$ cat config.mk
export PLATFORM = sky130hd
export DESIGN_NAME = nfc_acg_arbiter
export DESIGN_NICKNAME = d
export VERILOG_FILES = /design/src/rtl/nfc_acg_arbiter.sv
export SDC_FILE = /design/constraint.sdc
export NUM_CORES = 1
export LEC_CHECK = 0
export CORE_AREA = 3 3 174 176
export CTS_CLUSTER_DIAMETER = 60
export DETAILED_ROUTE_END_ITERATION = 12
export DIE_AREA = 0 0 177 179
export PLACE_DENSITY = 0.44
export RECOVER_POWER = 25
export SYNTH_ARGS = -nofsm -noshare
export SYNTH_HDL_FRONTEND = slang
export SYNTH_SLANG_ARGS = --single-unit
$ cat constraint.sdc
create_clock -name iSystemClock -period 2.25 [get_ports iSystemClock]
set_input_delay 0.3375 -clock iSystemClock [delete_from_list [all_inputs] [get_ports iSystemClock]]
set_output_delay 0.3375 -clock iSystemClock [all_outputs]
set_load 0.03 [all_outputs]
$ cat src/rtl/nfc_acg_arbiter.sv
// nfc_acg_arbiter: round-robin arbiter sharing one ACG bus among NAND command modules
module nfc_acg_arbiter #(
  parameter int NumberOfReq   = 4,
  parameter int IndexWidth    = 2,
  parameter int NumberOfWays  = 4,
  parameter int TimeoutCycles = 0
) (
  input  logic                                iSystemClock,
  input  logic                                iReset,
  input  logic [NumberOfReq-1:0]              iReq,
  input  logic [NumberOfReq-1:0]              iReqLastStep,
  output logic [NumberOfReq-1:0]              oGrant,
  output logic [IndexWidth-1:0]               oGrantIndex,
  output logic                                oBusy,
  output logic                                oTimeout,
  input  logic [8*NumberOfReq-1:0]            iReqACG_Command,
  input  logic [3*NumberOfReq-1:0]            iReqACG_CommandOption,
  input  logic [NumberOfWays*NumberOfReq-1:0] iReqACG_TargetWay,
  input  logic [16*NumberOfReq-1:0]           iReqACG_NumOfData,
  input  logic [NumberOfReq-1:0]              iReqACG_CASelect,
  input  logic [40*NumberOfReq-1:0]           iReqACG_CAData,
  output logic [8*NumberOfReq-1:0]            oReqACG_Ready,
  output logic [8*NumberOfReq-1:0]            oReqACG_LastStep,
  output logic [7:0]                          oACG_Command,
  output logic [2:0]                          oACG_CommandOption,
  output logic [NumberOfWays-1:0]             oACG_TargetWay,
  output logic [15:0]                         oACG_NumOfData,
  output logic                                oACG_CASelect,
  output logic [39:0]                         oACG_CAData,
  input  logic [7:0]                          iACG_Ready,
  input  logic [7:0]                          iACG_LastStep
);
  typedef enum logic [1:0] {IDLE, GRANT, RELEASE} stateType;
  stateType state, stateNext;
  logic [IndexWidth-1:0] rrPointer, pick, probe;
  logic found, lastStep, aborted, watchdog, releaseNow;
  logic [31:0] holdCount;
  // round-robin search starting just after the last served requester
  always_comb begin
    found = 1'b0;
    pick = '0;
    probe = '0;
    for (int k = 1; k <= NumberOfReq; k++) begin
      probe = IndexWidth'((int'(rrPointer) + k) % NumberOfReq);
      if (!found && iReq[probe]) begin
        found = 1'b1;
        pick = probe;
      end
    end
  end
  // next state and release causes; a watchdog release only counts when nothing else ended the grant
  always_comb begin
    lastStep = iReqLastStep[oGrantIndex];
    aborted = !iReq[oGrantIndex];
    watchdog = (TimeoutCycles != 0) && (holdCount == 32'(TimeoutCycles - 1));
    releaseNow = lastStep || aborted || watchdog;
    stateNext = (state == IDLE) ? (found ? GRANT : IDLE) : (state == GRANT) ? (releaseNow ? RELEASE : GRANT) : IDLE;
    oTimeout = (state == GRANT) && watchdog && !lastStep && !aborted;
  end
  // state register
  always_ff @(posedge iSystemClock) begin
    state <= iReset ? IDLE : stateNext;
  end
  // grant, pointer and saturating hold counter
  always_ff @(posedge iSystemClock) begin
    if (iReset) begin
      oGrant <= '0;
      oGrantIndex <= '0;
      oBusy <= 1'b0;
      rrPointer <= IndexWidth'(NumberOfReq - 1);
      holdCount <= '0;
    end else begin
      if (state == IDLE && found) begin
        oGrant <= NumberOfReq'(1) << pick;
        oGrantIndex <= pick;
        oBusy <= 1'b1;
      end
      if (state == GRANT && stateNext == RELEASE) begin
        oGrant <= '0;
        oBusy <= 1'b0;
      end
      if (state == RELEASE) rrPointer <= oGrantIndex;
      holdCount <= (state == GRANT) ? holdCount + {31'd0, holdCount != '1} : '0;
    end
  end
  // steer the granted requester to the ACG and the ACG feedback back to it alone
  always_comb begin
    oACG_Command = 8'h00;
    oACG_CommandOption = 3'h0;
    oACG_TargetWay = '0;
    oACG_NumOfData = 16'h0000;
    oACG_CASelect = 1'b1;
    oACG_CAData = 40'h0;
    oReqACG_Ready = '0;
    oReqACG_LastStep = '0;
    if (oBusy) begin
      oACG_Command = iReqACG_Command[8*oGrantIndex +: 8];
      oACG_CommandOption = iReqACG_CommandOption[3*oGrantIndex +: 3];
      oACG_TargetWay = iReqACG_TargetWay[NumberOfWays*oGrantIndex +: NumberOfWays];
      oACG_NumOfData = iReqACG_NumOfData[16*oGrantIndex +: 16];
      oACG_CASelect = iReqACG_CASelect[oGrantIndex];
      oACG_CAData = iReqACG_CAData[40*oGrantIndex +: 40];
      oReqACG_Ready[8*oGrantIndex +: 8] = iACG_Ready;
      oReqACG_LastStep[8*oGrantIndex +: 8] = iACG_LastStep;
    end
  end
endmodule

---- After elaboration in Yosys (flattened, before gate mapping) ----
Index checks and enable logic that the tools add are counted.
cells by class
  $mul .................................... 2
  reductions and logical operators ........ 12
  shifts and indexed selects .............. 9
  $add $sub $neg .......................... 5
  equal/unequal tests ..................... 3
  bitwise gates (word level) .............. 2
  mux-type cells .......................... 34
  order comparisons ....................... 5
operator list
  cell                     number
  $shiftx 160x9->40        1
  $shiftx 8x34->32         2
  $and 32x32->32           2
  $mux 32                  2
  $shiftx 64x7->16         1
  $mux 40                  1
  $neg 5->34               1
  $shift 8x34->32 const A  1
  $shiftx 32x6->8          1
  $mux 16                  1
  $shiftx 16x5->4          1
  $lt 2x3->1 const B       5
  $bmux 1 s2               7
  $mux 2                   7
  $mux 1                   13
  $shiftx 12x5->3          1
  $mux 8                   1
  $logic_and 1x1->1        5
  $mul 3x2->5 const A      1
  $add 2x1->2 const B      2
  $add 2x2->2 const B      2
  $eq 2x2->1 const B       2
  $logic_not 1->1          4
  $mul 2x2->4 const A      1
  other kinds (7)          7
word-level totals
  input port bits ......................... 314
  word-level logic and storage cells ...... 77
  flip-flop bits (word level) ............. 11

---- Depth between registers and ports, before layout ----
  depth after elaboration ................. 18
  mapped depth ............................ 9
  depth with buffers taken out ............ 6

---- Worst setup path before layout ----
OpenSTA, ideal clock, no wires.
  kind .................................... flip-flop to output port
  from .................................... reg oGrantIndex[0]
  to ...................................... out oReqACG_LastStep[28]
  stages on the path, launching flop included .. 8
  arrival ................................. 2281 ps
  buffers on the path ..................... 3
  data required time ...................... 1913 ps
  slack ................................... -369 ps
  cell sequence ........................... dfxtp_1 -> buf_2 -> buf_4 -> inv_1 -> ha_1 -> and4b_1 -> clkbuf_1 -> and2_1
between the ends
  cells in the longest elaborated chain, start to end .. 4
  elaborated cells between the ends (all ways) .. 5
  classes of those cells .................. add/sub (1); shift (2); mux (1); bitwise (1)
RTL lines
  item                                                 RTL line  RTL
  start, declared                                      13        output logic [IndexWidth-1:0] oGrantIndex,
  start signal, assigned                               75        oGrantIndex <= pick;
  $neg 5->34 (*)                                       104       oReqACG_LastStep[8*oGrantIndex +: 8] = iACG_LastStep;
  $shiftx 8x34->32 or $shift 8x34->32 (tied branches)  104
  $and 32x32->32 (no source line) (*)                  n/a
  $mux 32 (*)                                          96        if (oBusy) begin
  end, declared                                        23        output logic [8*NumberOfReq-1:0] oReqACG_LastStep,
Every way passes the cells marked *; elsewhere a longest branch is shown, timed or not.

---- Worst setup path after layout ----
  from .................................... reg oGrantIndex[0]
  to ...................................... out oACG_Command[4]
between the ends
  cells in the longest elaborated chain, start to end .. 2
RTL lines
  item             RTL line  RTL
  $shiftx 32x6->8  97        oACG_Command = iReqACG_Command[8*oGrantIndex +: 8];
  $mux 8           96
  end, declared    24        output logic [7:0] oACG_Command,
Every way passes these cells.

==> impl_metrics.toml <==
[place]
hpwl_mm = 20.9
finalWeightedCongestion = 0.841
io_buffers = 456

[setup_path]
r2r_cells = 9
crit_slowest_cell = "mux4_2"
worst_r2r_startpoint = "oGrantIndex[0]$_SDFFE_PP0P_"
crit_arrival_ps = 1880
regToRegSetupSlack_ps = 250
cp.required_ps = 1910
worstSetupStartpointType = "flop"
cpMostUsedCell = "buf_12"
critPathMaxFanout = 8
crit_chain = "buf_12 -> buf_16 -> buf_12 -> mux4_2 -> and2_4 -> buf_6"
cpPeakStageDelay_ps = 500
worstSetupPathType = "flop to output port"
r2r_end = "oGrant[0]$_SDFFE_PP0P_"
end_kind = "output port"

[synth]
synth.yosys.seq_area_share_pct = 6.74
async_flop_share_pct = 0
synth_cell_types = 38
synth_area_per_cell_um2 = 10.4
synth_ff_type = "dfxtp_1"
synth-seq-cells = 11
synth_enable_flop_cells = 0
synthesis.nets = 634
synth_warnings = 0
synthCells = 315
synth_area_um2 = 3270

[grt]
grt_pass1_wl_mm = 32.8
grt_overflow_total = 0
grt_max_degree = 53
first_global_vias = 4661
track_usage_pct = 13.9
antenna_found_initial = 0

[routing]
wl_per_cell_um = 21.0
routed_via_density = 3.87
drtAntennaViolNets = 0
routed_wl_mm = 24.6
drt-initial-drc-count = 164
firstDrtPassIters = 4
drc_errors = 0
vias = 4542

[clock_tree]
clk_latency_ps = 230
clkTransAtPathRegs_ps = 40
cts_tree = "done"
root_buffer = "clkbuf_16"
numCtsBuffers = 3
cts_buffer_depth = 2
cts_num_sinks = 11
cts-htree-levels = 1

[die]
die_w_um = 177
die_area_um2 = 31700
initial_core_util_pct = 11.4
die_y_um = 179
ios = 458
row_count = 62
coreArea_um2 = 28800

[sta]
fin_crit_ps = 2210
holdWs_ps = 464
fin_skew_ps = 2.34
setup_tns_ps = 0
finalCritPeriodShare_pct = 98.4
hold_viol_final = 0
fmax_mhz = 452
final-max-slew-violation-count = 0
rsz0062_at_grt = "true"
setup_viol = 0

[cells_and_area]
final_common_cell = "clkdlybuf4s50_1"
post_route_cells_drive_above_1_share_pct = 40.2
final_cell_mix = "clkdlybuf4s50_1, buf_4, and2_1"
final_nets = 1108
post-route-util_pct = 30.0
syn_to_final_growth_pct = 164

[power_and_ir_drop]
p_leak_nw = 3.43
power_density_nw_per_um2 = 375
ir_drop_mv = 0.259

[min_path]
hp-class = "flop to flop"
worstHoldStart = "oGrant[2]$_SDFFE_PP0P_"
hold_path_end = "oGrant[2]$_SDFFE_PP0P_"
hold_path_depth = 2

[outcome]
status = "finished, final reports clean"

[job]
maxCapViolCount = 0
-- report_power, final --
| group | internal, W | total (W) | switching (W) |
|---|---|---|---|
| sequential | 0.000220 | 0.000247 | 0.0000275 |
| clock | 0.000237 | 0.000318 | 0.0000808 |
| combinational | 0.00150 | 0.00267 | 0.00117 |
| total | 0.00196 | 0.00324 | 0.00128 |
-- state kept, by name (all words and copies together), names as in the netlist --
register	count
oGrantIndex	2
oBusy	1
rrPointer	2
state	2
oGrant	4
-- synth_stat cells, types with 2 or more instances --
cell | instances | share of area [%]
clkbuf_1 | 13 | 1.5
nor3_1 | 2 | 0.31
o211ai_1 | 2 | 0.46
nand2b_1 | 6 | 1.1
nor3b_1 | 2 | 0.46
o21ai_1 | 2 | 0.31
and3_1 | 2 | 0.38
buf_4 | 3 | 0.69
buf_6 | 2 | 0.69
nand2_1 | 5 | 0.57
nor2_1 | 9 | 1.0
dfxtp_1 | 11 | 6.7
ha_1 | 5 | 1.9
a21oi_1 | 4 | 0.61
buf_1 | 3 | 0.34
mux4_2 | 72 | 50
a311oi_1 | 2 | 0.54
inv_1 | 6 | 0.69
and2_1 | 135 | 26
buf_2 | 10 | 1.5
a22oi_1 | 2 | 0.46
-- repair_timing --
| action | CTS | global route |
|---|---|---|
| setup buffers | 13 | 5 |
| cloned | 1 | 2 |
| endpoints found under the setup margin | 125 | 90 |
| pin swaps | 1 | 1 |
| hold buffers | 0 | 0 |
| resized for setup | 135 | 61 |
-- worst max-delay path by stage --
stage / slack, ps / end / start
2_1_floorplan: 30 / oReqACG_LastStep[28] / oGrantIndex[0]$_SDFFE_PP0P_
3_3_place_gp: -110 / oACG_Command[0] / iReqACG_Command[24]
3_5_place_dp: -110 / oACG_Command[0] / iReqACG_Command[24]
4_1_cts: -6 / oACG_NumOfData[15] / oGrantIndex[0]$_SDFFE_PP0P_
5_1_grt: -30 / oACG_CommandOption[1] / oGrantIndex[0]$_SDFFE_PP0P_
6_report: 40 / oACG_Command[4] / oGrantIndex[0]$_SDFFE_PP0P_
-- logic make-up (layout without fill, tap and decap cells) --
logic type | count (synthesis) | count (layout) | share of synthesized area (%)
AO/OA/AOI/OAI | 18 | 18 | 3.68
adder cells (fa/ha/maj) | 5 | 5 | 1.91
buffers and inverters | 37 | 510 | 5.44
flip-flops | 11 | 11 | 6.74
multiplexers | 73 | 73 | 49.9
other | 1 | 2 | 0.115
AND/OR/NAND/NOR | 170 | 170 | 32.2
-- layout make-up --
cell class / count / area [um2]
Multi-Input combinational cell: 267 / 3000
Antenna cell: 1 / 2.50
Inverter: 6 / 30.0
Fill cell: 3036 / 20100
Timing Repair Buffer: 500 / 4820
Sequential cell: 11 / 229
Tap cell: 384 / 480
Clock buffer: 4 / 78.8
-- routing by layer --
metal	global-route usage [%]	up-vias	wire [um]
met1	16.9	2213	9360
met2	26.7	191	13500
met3	2.52	4	1660
met5	0	-	0
met4	0.589	0	76
li1	-	2134	-
-- through the flow --
stage / setup slack (ps) / std cells / instance area [um2] / power, W
detailed placement: -106 / 1148 / 8270 / 0.00278
global route: -34.3 / 1172 / 8640 / 0.00342
CTS: -6.30 / 1166 / 8600 / 0.00323
global placement: -112 / 1148 / 8270 / 0.00279
floorplan: 34.6 / 315 / 3370 / 0.00155
finish: 35.4 / 1173 / 8640 / 0.00324
-- worst max-delay path: cells and delay by family (launching register included) --
family,cells,cell delay [ps]
AND/OR/NAND/NOR,1,170
flip-flops,1,380
buffers and inverters,4,570
multiplexers,1,500
Power figures use the tool's default switching activity.
